--- src/rtl/emu_host_transactor.sv ---
// Host-side sequencer for a co-emulation wrapper: collects one stimulus vector from the
// host byte stream, loads/steps/captures the wrapped DUT and streams the output bytes back.
module emu_host_transactor #(
  parameter int NUM_STIM = 1,
  parameter int NUM_OUT  = 3,
  parameter int SETTLE   = 4
) (
  input  logic        clk_emu,
  input  logic        rst_n,
  input  logic [7:0]  rx_data,
  input  logic        rx_valid,
  output logic        rx_ready,
  output logic [7:0]  tx_data,
  output logic        tx_valid,
  input  logic        tx_ready,
  output logic [7:0]  Din_emu,
  output logic [2:0]  Addr_emu,
  output logic        load_emu,
  output logic        get_emu,
  input  logic [7:0]  Dout_emu,
  output logic        dut_step,
  output logic        busy,
  output logic [15:0] vec_count
);

  localparam logic [3:0] STIM_N   = 4'(NUM_STIM);
  localparam logic [3:0] OUT_N    = 4'(NUM_OUT);
  localparam logic [7:0] SETTLE_N = 8'(SETTLE);

  typedef enum logic [3:0] {
    S_IDLE, S_WR, S_RXW, S_LOAD, S_STEP, S_SETTLE, S_GET, S_RADDR, S_RDATA, S_TX
  } state_t;

  state_t      state_reg, state_next;
  logic [3:0]  idx_reg, idx_next;
  logic [3:0]  idx_inc;
  logic [7:0]  din_reg, din_next;
  logic [2:0]  addr_reg, addr_next;
  logic [7:0]  settle_reg, settle_next;
  logic [7:0]  txd_reg, txd_next;
  logic        txv_reg, txv_next;
  logic        rdy_reg, rdy_next;
  logic [15:0] vec_count_reg, vec_count_next;

  assign idx_inc = idx_reg + 4'd1;

  always_ff @(posedge clk_emu or negedge rst_n) begin
    if (!rst_n) begin
      state_reg     <= S_IDLE;
      idx_reg       <= 4'd0;
      din_reg       <= 8'd0;
      addr_reg      <= 3'd0;
      settle_reg    <= 8'd0;
      txd_reg       <= 8'd0;
      txv_reg       <= 1'b0;
      rdy_reg       <= 1'b0;
      vec_count_reg <= 16'd0;
    end else begin
      state_reg     <= state_next;
      idx_reg       <= idx_next;
      din_reg       <= din_next;
      addr_reg      <= addr_next;
      settle_reg    <= settle_next;
      txd_reg       <= txd_next;
      txv_reg       <= txv_next;
      rdy_reg       <= rdy_next;
      vec_count_reg <= vec_count_next;
    end
  end

  always_comb begin
    state_next     = state_reg;
    idx_next       = idx_reg;
    din_next       = din_reg;
    addr_next      = addr_reg;
    settle_next    = settle_reg;
    txd_next       = txd_reg;
    txv_next       = txv_reg;
    vec_count_next = vec_count_reg;
    case (state_reg)
      S_IDLE: begin
        idx_next = 4'd0;
        if (rx_valid && rdy_reg) begin
          din_next   = rx_data;
          addr_next  = 3'd0;
          state_next = S_WR;
        end
      end
      S_WR: begin
        idx_next   = idx_inc;
        state_next = (idx_inc == STIM_N) ? S_LOAD : S_RXW;
      end
      S_RXW: begin
        if (rx_valid && rdy_reg) begin
          din_next   = rx_data;
          addr_next  = idx_reg[2:0];
          state_next = S_WR;
        end
      end
      S_LOAD: state_next = S_STEP;
      S_STEP: begin
        settle_next = SETTLE_N;
        state_next  = S_SETTLE;
      end
      S_SETTLE: begin
        // GET follows the cycle in which the counter reaches zero.
        settle_next = settle_reg - 8'd1;
        if (settle_reg <= 8'd1) state_next = S_GET;
      end
      S_GET: begin
        idx_next   = 4'd0;
        addr_next  = 3'd0;
        state_next = S_RADDR;
      end
      S_RADDR: state_next = S_RDATA;
      S_RDATA: begin
        txd_next   = Dout_emu;
        txv_next   = 1'b1;
        state_next = S_TX;
      end
      S_TX: begin
        if (tx_ready) begin
          txv_next = 1'b0;
          idx_next = idx_inc;
          if (idx_inc == OUT_N) begin
            vec_count_next = vec_count_reg + 16'd1;
            state_next     = S_IDLE;
          end else begin
            addr_next  = idx_inc[2:0];
            state_next = S_RADDR;
          end
        end
      end
      default: state_next = S_IDLE;
    endcase
    // Registered so that rx_ready reads 0 while reset is applied.
    rdy_next = (state_next == S_IDLE) || (state_next == S_RXW);
  end

  assign rx_ready  = rdy_reg;
  assign tx_data   = txd_reg;
  assign tx_valid  = txv_reg;
  assign Din_emu   = din_reg;
  assign Addr_emu  = addr_reg;
  assign load_emu  = (state_reg == S_LOAD);
  assign get_emu   = (state_reg == S_GET);
  assign dut_step  = (state_reg == S_STEP);
  assign busy      = (state_reg != S_IDLE);
  assign vec_count = vec_count_reg;

endmodule

--- config.mk ---
export PLATFORM = sky130hd
export DESIGN_NAME = emu_host_transactor
export DESIGN_NICKNAME = d
export VERILOG_FILES = /design/src/rtl/emu_host_transactor.sv
export SDC_FILE = /design/constraint.sdc
export NUM_CORES = 1
export LEC_CHECK = 0
export ABC_AREA = 0
export CORE_MARGIN = 4
export CORE_UTILIZATION = 49
export CTS_CLUSTER_SIZE = 10
export DETAILED_ROUTE_END_ITERATION = 12
export GPL_ROUTABILITY_DRIVEN = 0
export HOLD_SLACK_MARGIN = 0.08
export PLACE_DENSITY = 0.79
export SETUP_SLACK_MARGIN = 0.02
export SLEW_MARGIN = 20
export SYNTH_ARGS = -nofsm -noshare
export SYNTH_HDL_FRONTEND = slang
export SYNTH_SLANG_ARGS = --single-unit
--- constraint.sdc ---
create_clock -name clk_emu -period 2.4 [get_ports clk_emu]
set_input_delay 0.48 -clock clk_emu [delete_from_list [all_inputs] [get_ports clk_emu]]
set_output_delay 0.48 -clock clk_emu [all_outputs]
set_load 0.02 [all_outputs]
## Word level (Yosys, flattened, before mapping)

Cells that the tools add are included.

| storage, ports and cells | value |
|---|---|
| bits in registers | 53 |
| output and inout port bits | 41 |

| cells by class | value |
|---|---|
| add/sub/neg operators | 3 |
| order comparisons | 1 |
| equality and inequality tests | 16 |
| muxes and demuxes | 16 |
| reduce and logical (&&, ||, !) cells | 16 |

Operators by type and width:

| kind | count |
|---|---|
| 4-bit case mux with 9 select lines | 1 |
| 16-bit by 1-bit adder with 16-bit output, second input constant | 1 |
| 4-bit by 2-bit == test with 1-bit output, second input constant | 4 |
| 4-bit by 3-bit == test with 1-bit output, second input constant | 4 |
| 4-bit 2-to-1 mux | 4 |
| 8-bit case mux with 2 select lines | 1 |
| 3-bit 2-to-1 mux | 5 |
| 3-bit case mux with 4 select lines | 1 |
| 4-bit case mux with 3 select lines | 1 |
| 4-bit by 1-bit == test with 1-bit output, second input constant | 2 |
| 4-bit == test, second input constant | 2 |
| 8-bit by 1-bit <= comparator with 1-bit output, second input constant | 1 |
| 4-bit zero test | 2 |
| 2-bit != test, second input constant | 4 |
| 4-bit nonzero test | 2 |
| 8-bit by 1-bit subtractor with 8-bit output, second input constant | 1 |
| 2-bit AND reduction | 3 |
| 5-bit AND reduction | 1 |
| 4-bit by 1-bit adder with 4-bit output, second input constant | 1 |
| 2-bit nonzero test | 2 |
| 2-bit OR reduction | 2 |
| 3-bit AND reduction | 1 |
| 3-bit nonzero test | 1 |
| 1-bit 2-to-1 mux | 2 |
| other kinds (3) | 3 |

## Depth between registers and ports, before layout

Gate-level depths: netlist (run 1).

| logic depth | value |
|---|---|
| depth in word-level cells | 7 |
| mapped depth | 7 |
| depth with buffers taken out | 7 |

## Worst setup path before layout (run 1)

OpenSTA, ideal clock, no wires.

| timing | value |
|---|---|
| path kind | register to register |
| from | register idx_reg[0] |
| to | register addr_reg[0], in the netlist Addr_emu[0] |
| setup time | 0.128 ns |
| data arrival time | 1.836 ns |
| data required time | 2.272 ns |
| path slack | 0.437 ns |
| stages on the path, launching flop included | 8 |
| buffers on the path | 1 |
| cell sequence | dfrtp_1 ha_1 nor3_1 a41oi_2 nor2b_1 buf_2 o32a_1 mux2_1 |

| on the way | value |
|---|---|
| longest elaborated chain between the ends | 4 |
| elaborated cells between the ends (all ways) | 8 |

RTL lines:

| element | RTL line | text |
|---|---|---|
| start, declared | 35 | `logic [3:0] idx_reg, idx_next;` |
| start signal, assigned | 60 | `idx_reg <= idx_next;` |
| 4-bit by 1-bit adder with 4-bit output | 45 | `assign idx_inc = idx_reg + 4'd1;` |
| 4-bit by 2-bit == test with 1-bit output or 3-bit 2-to-1 mux (tied branches) | 125 | `if (idx_inc == OUT_N) begin` |
| 2-bit != test (no line) or 3-bit 2-to-1 mux (tied branches) | - |  |
| 5-bit AND reduction (no line) or 3-bit case mux with 4 select lines (tied branches) | - |  |
| end signal, assigned | 62 | `addr_reg <= addr_next;` |
| end, declared | 38 | `logic [2:0] addr_reg, addr_next;` |

Parallel ways exist; a longest one is shown, timed or not. The select of a mux whose other input is x is not followed.
A chain may end at the register's enable or synchronous reset.

## Worst setup path after layout (run 1)

| timing | value |
|---|---|
| from | register state_reg[0] |
| to | output port load_emu |

| on the way | value |
|---|---|
| longest elaborated chain between the ends | 1 |

RTL lines:

| element | RTL line | text |
|---|---|---|
| start, declared | 34 | `state_t state_reg, state_next;` |
| start signal, assigned | 59 | `state_reg <= state_next;` |
| 4-bit by 2-bit == test with 1-bit output | 145 | `assign load_emu = (state_reg == S_LOAD);` |
| end, declared | 18 | `output logic load_emu,` |

Every way passes these cells.

==> results of run 1 <==
[power groups by stage]
stage	clock (µW)	sequential (µW)	combinational, µW
6_report	615	1380	1560
2_1_floorplan	0	1520	801
5_1_grt	675	1420	1720
3_3_place_gp	0	1370	1550
3_5_place_dp	0	1390	1570
4_1_cts	634	1370	1580
[kinds of logic (layout without fill, tap and decap cells)]
kind of cell / Yosys count / count (layout)
mux: 21 / 21
xor+xnor: 20 / 20
fa+ha+maj: 6 / 6
compound gates: 31 / 31
flops: 53 / 53
simple gates: 85 / 85
buf+inv: 14 / 84
[path summary, 6_finish.rpt]
check	end	slack, ps	cells after the start
worst min-delay path	vec_count[13]	90	1
worst max register to register	vec_count[1]	240	5
worst max-delay path	load_emu	150	3
min in group clk_emu	tx_valid	480	1
max in group asynchronous	state_reg[1]	1680	2
worst min register to register	tx_valid	480	1
[worst register-to-register path, cell delays in order (launching register included)]
cell	delay (ps)
dfrtp_1	480
ha_1	300
nor3_1	280
a41oi_2	120
nor3b_2	490
mux2_2	390
[metal layers]
layer	GRT usage [%]	vias to the layer above	routed length [µm]
met3	3.92	6	165
met4	5.91	0	76
li1	-	944	-
met5	0	-	0
met1	24.1	958	2310
met2	30.6	29	2750
[placed cells by master, fill, tap and decap left out, types with 3 or more instances in the layout]
master / instances
nand4_1: 4
nor3_1: 6
mux2_1: 3
nor2_1: 17
dfrtp_1: 51
nand2b_1: 5
mux2_2: 17
clkbuf_8: 6
clkdlybuf4s50_1: 57
ha_1: 6
buf_4: 7
o21ai_0: 14
xor2_1: 4
nand2_1: 21
nand3_1: 9
a21oi_1: 6
inv_1: 9
xnor2_1: 16
[cell type report]
type                    count  share of cell area (%)
flip-flops and latches     53                    39.2
multi-input cells         163                    34.6
repair buffers             67                    19.2
well taps                  70                    2.58
clock buffers               7                    2.55
inverters                   9                   0.997
clock inverters             1                   0.886
[what timing repair did]
action,4_1_cts,5_1_grt
endpoints found under the setup margin,3,2
endpoints found under the hold margin,0,0
pin swaps,0,0
gates cloned,0,0
resized for setup,2,2
hold buffers,0,0
[per-stage QoR]
step                utilization, %  hold slack [ps]  power, µW  setup slack [ps]
global route                  66.8              104       3810              51.3
global placement              64.4              426       2920               347
detailed placement            64.4              427       2950               278
finish                        66.8             89.4       3550               147
CTS                           66.7             95.5       3580              68.0
floorplan                        -              184       2320               437
==> qor.csv, run 1 <==
stage,metric,value,unit
place,DP HPWL,3970,µm
setup_path,"slowest stage delay, CP",640,ps
finish,Layout Area Growth over Synthesis,32.5,%
routing,Post-Route WL,5310,µm
setup_path,R2R Path Start,idx_reg[0],
logic_synthesis,commonest cells in the netlist,"53 x dfrtp_1, 21 x nand2_1, 17 x mux2_2, 17 x nor2_1, 16 x xnor2_1",
timing,"Slew Viols, Final",0,
logic_synthesis,post-synthesis compound-gate area fraction,7.63,%
logic_synthesis,Yosys warning total,0,
power_and_ir_drop,P per Cell Area,1050,nW/µm²
routing,vias per cell,5.24,
logic_synthesis,distinct cell type count after synthesis,41,
timing,final period utilization,93.9,%
floorplan,Die Y,80.2,µm
logic_synthesis,Simple-Gate Fraction of Synth Area,19.3,%
routing,drt pass-1 iters,4,
power_and_ir_drop,switching pwr,1300,µW
power_and_ir_drop,Clk pwr share,17.3,%
clocking,H-tree levels,2,
logic_synthesis,synth top area cells,"dfrtp_1 52%, mux2_2 7.5%, xnor2_1 5.5%, nand2_1 3.1%, ha_1 2.9%",
logic_synthesis,ys flop type,dfrtp_1,
clocking,CTS tree,yes,
timing,Rel. slew slack,57.1,%
routing,per-cell routed wire length,14.3,µm
clocking,Worst-path clk slew,90,ps
timing,final setup fails,0,
setup_path,slowest library cell on the worst path,clkdlybuf4s50_1,
job,maximum capacitance violations,0,
routing,DRT antenna net count,0,
setup_path,crit path capture type,output pin,
hold_path,Hold Path Class,in -> async,
logic_synthesis,Async SR Flop Fraction,100,%
timing,Worst Skew,2.16,ps
logic_synthesis,Synth top area share,51.9,%
finish,register area,1330,µm²
timing,measured slew at the worst slew-check pin,640,ps
logic_synthesis,Post-Syn Instances,230,
clocking,Num CTS Buffers,5,
floorplan,Initial Util,50.4,%
setup_path,Critical Path Start,state_reg[0],
finish,multi-input logic area,1170,µm²
timing,setup_tns,0,ps
logic_synthesis,"EDFF count, synth",0,
finish,# diodes,0,
finish,fin cells,370,
logic_synthesis,sequential area share after synthesis,51.9,%
grt,largest net degree at the start of global routing,21,
timing,post-layout minimum cycle time,2250,ps
place,Placed Instance Area,3270,µm²
finish,layout cells sized above 1,14.0,%
place,placed cell count,362,
clocking,clock tree buffer depth,2,
grt,vias in the first global route,1902,
timing,count of final hold-check violations,0,
clocking,postcts setup bufs,0,
setup_path,startpoint types,flip-flop,
floorplan,Rows,26,
logic_synthesis,Synth Area in XOR/XNOR,6.85,%
timing,RSZ-0062 raised after global routing,false,
finish,FILL cells,405,
power_and_ir_drop,Internal,2250,µW
setup_path,"CP delay by family, top",buffers and inverters,
routing,DRC,0,
logic_synthesis,syn avg cell area,11.1,µm²
logic_synthesis,Netlist Area Pre-Place,2560,µm²
logic_synthesis,#FFs+latches synth,53,
floorplan,I/O Pins,61,
logic_synthesis,most frequent cell after synthesis,dfrtp_1,
finish,finished layout cell area,3390,µm²
logic_synthesis,Post-Syn Nets,256,
power_and_ir_drop,Comb pwr share,44.0,%
setup_path,"Arr. time, crit path",1770,ps
routing,Initial DRC Count,91,
grt,grt total ovfl,0,
logic_synthesis,Post-Synth Adder-Cell Area,2.94,%
logic_synthesis,mux share of post-synthesis cell area,9.20,%
floorplan,Die X,80.2,µm
clocking,clk sinks,53,
finish,final layout net count,325,
setup_path,CP Max Fanout,13,
clocking,clk_lat worst skew,300,ps
grt,global-route wire length before repair,9180,µm
power_and_ir_drop,Peak VDD IR,0.000498,V
setup_path,CP Class,reg -> out,
logic_synthesis,post-synth top area cell,dfrtp_1,
logic_synthesis,main combinational cell family by area after synthesis,simple AND/OR/NAND/NOR gates,
timing,fmax,444,MHz
power_and_ir_drop,Lkg Pwr,0.00148,µW
finish,max reg flops,16,
place,IO Port Bufs,60,
clocking,CTS root buf,clkbuf_8,
setup_path,buffers and inverters on the worst path,1,
setup_path,critical-path cell list,nand2_1 -> nor3_1 -> clkdlybuf4s50_1,
grt,antenna violations before repair,0,
power_and_ir_drop,Sequential Power Share,38.7,%
grt,gr usage total,18.5,%
floorplan,Core Region,5070,µm²
floorplan,die area,6440,µm²
routing,via count,1937,
setup_path,Critical Path RT,1920,ps
power_and_ir_drop,switching share of power,36.6,%
run_status,run status,finished clean,
No activity file was read; power rests on OpenSTA's default activity.
==> run 2, diff against run 1 <==
--- a/config.mk
+++ b/config.mk
@@ -6,7 +6,6 @@
 export NUM_CORES = 1
 export LEC_CHECK = 0
 export ABC_AREA = 0
-export CORE_MARGIN = 4
 export CORE_UTILIZATION = 49
 export CTS_CLUSTER_SIZE = 10
 export DETAILED_ROUTE_END_ITERATION = 12
==> qor.csv, run 2 (synthesis results as in run 1) <==
stage,metric,value,unit,change
setup_path,Critical Path Start,state_reg[0],,
setup_path,slowest library cell on the worst path,clkdlybuf4s50_1,,
setup_path,Critical Path RT,1920,ps,about the same
routing,Post-Route WL,5070,µm,-4.5%
floorplan,Die Y,74.2,µm,-7.5%
setup_path,"slowest stage delay, CP",640,ps,about the same
floorplan,Core Region,4880,µm²,-3.8%
setup_path,"CP delay by family, top",buffers and inverters,,
setup_path,CP Max Fanout,13,,unchanged
floorplan,Die X,74.2,µm,-7.5%
clocking,Worst-path clk slew,90,ps,about the same
grt,grt total ovfl,0,,unchanged
hold_path,Hold Path Class,reg -> reg,,
timing,final setup fails,0,,unchanged
setup_path,Reg2Reg Capture Point,vec_count[1],,
power_and_ir_drop,switching share of power,38.1,%,+1.5 points
finish,most frequent cells in the layout,"57 x clkdlybuf4s50_1, 51 x dfrtp_1, 21 x nand2_1",,
grt,antenna violations before repair,0,,unchanged
grt,largest net degree at the start of global routing,29,,+38%
clocking,CTS root buf,clkbuf_8,,
routing,Initial DRC Count,120,,+32%
setup_path,CP Class,reg -> out,,
setup_path,crit path capture type,output pin,,
power_and_ir_drop,Comb pwr share,45.6,%,+1.6 points
clocking,clock tree buffer depth,2,,unchanged
setup_path,"Arr. time, crit path",1730,ps,-40 ps
setup_path,buffers and inverters on the worst path,1,,unchanged
floorplan,I/O Pins,61,,unchanged
power_and_ir_drop,Peak VDD IR,0.000601,V,+21%
floorplan,Initial Util,52.4,%,+2.0 points
routing,vias per cell,5.37,,+2.5%
clocking,CTS tree,yes,,
timing,fmax,452,MHz,+1.8%
setup_path,startpoint types,flip-flop,,
power_and_ir_drop,Sequential Power Share,40.4,%,+1.7 points
place,IO Port Bufs,60,,unchanged
finish,Layout Area Growth over Synthesis,32.2,%,
clocking,Num CTS Buffers,5,,unchanged
setup_path,critical-path cell list,nand2_1 -> nor3_1 -> clkdlybuf4s50_1,,
setup_path,worst reg2reg path depth,5,,unchanged
setup_path,"setup slack, reg-to-reg",240,ps,about the same
routing,per-cell routed wire length,13.8,µm,-4.0%
finish,layout cells sized above 1,14.3,%,+0.29 points
place,DP HPWL,3850,µm,-3.0%
routing,via count,1975,,+2.0%
grt,vias in the first global route,1881,,-1.1%
timing,"Slew Viols, Final",0,,unchanged
power_and_ir_drop,Internal,2120,µW,-5.8%
setup_path,CP endpoint,load_emu,,
hold_path,hold path depth,1,,
timing,Rel. slew slack,59.6,%,+2.4 points
floorplan,die area,5510,µm²,-14%
finish,# diodes,0,,unchanged
clocking,H-tree levels,2,,unchanged
routing,DRT antenna net count,0,,unchanged
timing,Worst Skew,5.68,ps,+3.52 ps
timing,RSZ-0062 raised after global routing,false,,
timing,final period utilization,92.2,%,-1.7 points
finish,final layout net count,326,,+0.31%
job,maximum capacitance violations,0,,unchanged
timing,measured slew at the worst slew-check pin,604,ps,-36.4 ps
routing,drt pass-1 iters,4,,unchanged
grt,gr usage total,19.2,%,+0.71 points
floorplan,Rows,25,,-3.8%
finish,"commonest non-fill, non-tap cell in the layout",clkdlybuf4s50_1,,
timing,hold slack,476,ps,+387 ps
timing,setup_tns,0,ps,unchanged
power_and_ir_drop,Clk pwr share,14.0,%,-3.3 points
timing,count of final hold-check violations,0,,unchanged
power_and_ir_drop,Lkg Pwr,0.00149,µW,+0.44%
power_and_ir_drop,P per Cell Area,1010,nW/µm²,-3.4%
finish,max reg flops,16,,unchanged
clocking,clk_lat worst skew,300,ps,about the same
power_and_ir_drop,switching pwr,1300,µW,+0.29%
setup_path,critical path depth in cells,3,,unchanged
setup_path,R2R Path Start,idx_reg[0],,
grt,global-route wire length before repair,8180,µm,-11%
timing,post-layout minimum cycle time,2210,ps,-39.6 ps
run_status,run status,finished clean,,
clocking,clk sinks,53,,unchanged
routing,DRC,0,,unchanged
run 2: cell type report:
| type | count | area (µm²) |
|---|---|---|
| clock buffers | 5 | 68.8 |
| clock inverters | 3 | 17.5 |
| flip-flops and latches | 53 | 1330 |
| inverters | 9 | 33.8 |
| repair buffers | 68 | 676 |
| well taps | 67 | 83.8 |
| fillers | 402 | 1500 |
| multi-input cells | 163 | 1170 |
run 2: what timing repair did:
action,4_1_cts,5_1_grt
hold buffers,1,0
setup buffers,0,0
setup endpoints to repair,2,2
hold endpoints to repair,8,0
resized for setup,2,2
run 2: per-stage QoR:
step                util, %  area, µm²  cells  setup WS [ps]  power, µW
detailed placement     67.2       3280    359            276       2960
global placement       67.2       3280    359            352       2920
global route           69.3       3380    368           96.0       3650
floorplan                 -       2560    230            437       2320
finish                 69.3       3380    368            186       3430
CTS                    69.2       3380    368           23.1       3460
run 2: power groups by stage:
stage	registers, µW	logic, µW	clock network, µW
3_5_place_dp	1400	1560	0
4_1_cts	1380	1570	503
5_1_grt	1420	1700	536
3_3_place_gp	1380	1540	0
6_report	1380	1560	481
2_1_floorplan	1520	801	0
run 2: how the worst min path moves through the flow:
stage / to / start / slack, ps
floorplan: Addr_emu[0] / rst_n / 180
global placement: vec_count[15] / rst_n / 360
detailed placement: vec_count[15] / rst_n / 360
CTS: vec_count[15] / vec_count[15] / 480
global route: vec_count[15] / vec_count[15] / 520
finish: vec_count[15] / vec_count[15] / 480
run 2: per-layer routing:
metal	part of all wire, %	wire length [µm]	global-route usage, %
met5	0	0	0
met1	46	2310	25.5
met2	50	2540	31.5
met4	1.3	64	7.76
met3	3.0	150	3.12
==> run 3, diff against run 2 <==
--- a/config.mk
+++ b/config.mk
@@ -7,6 +7,7 @@
 export LEC_CHECK = 0
 export ABC_AREA = 0
 export CORE_UTILIZATION = 49
+export CTS_CLUSTER_DIAMETER = 150
 export CTS_CLUSTER_SIZE = 10
 export DETAILED_ROUTE_END_ITERATION = 12
 export GPL_ROUTABILITY_DRIVEN = 0
==> results of run 3 <==
The final DEF is identical to that of run 2; final timing and power are the same.
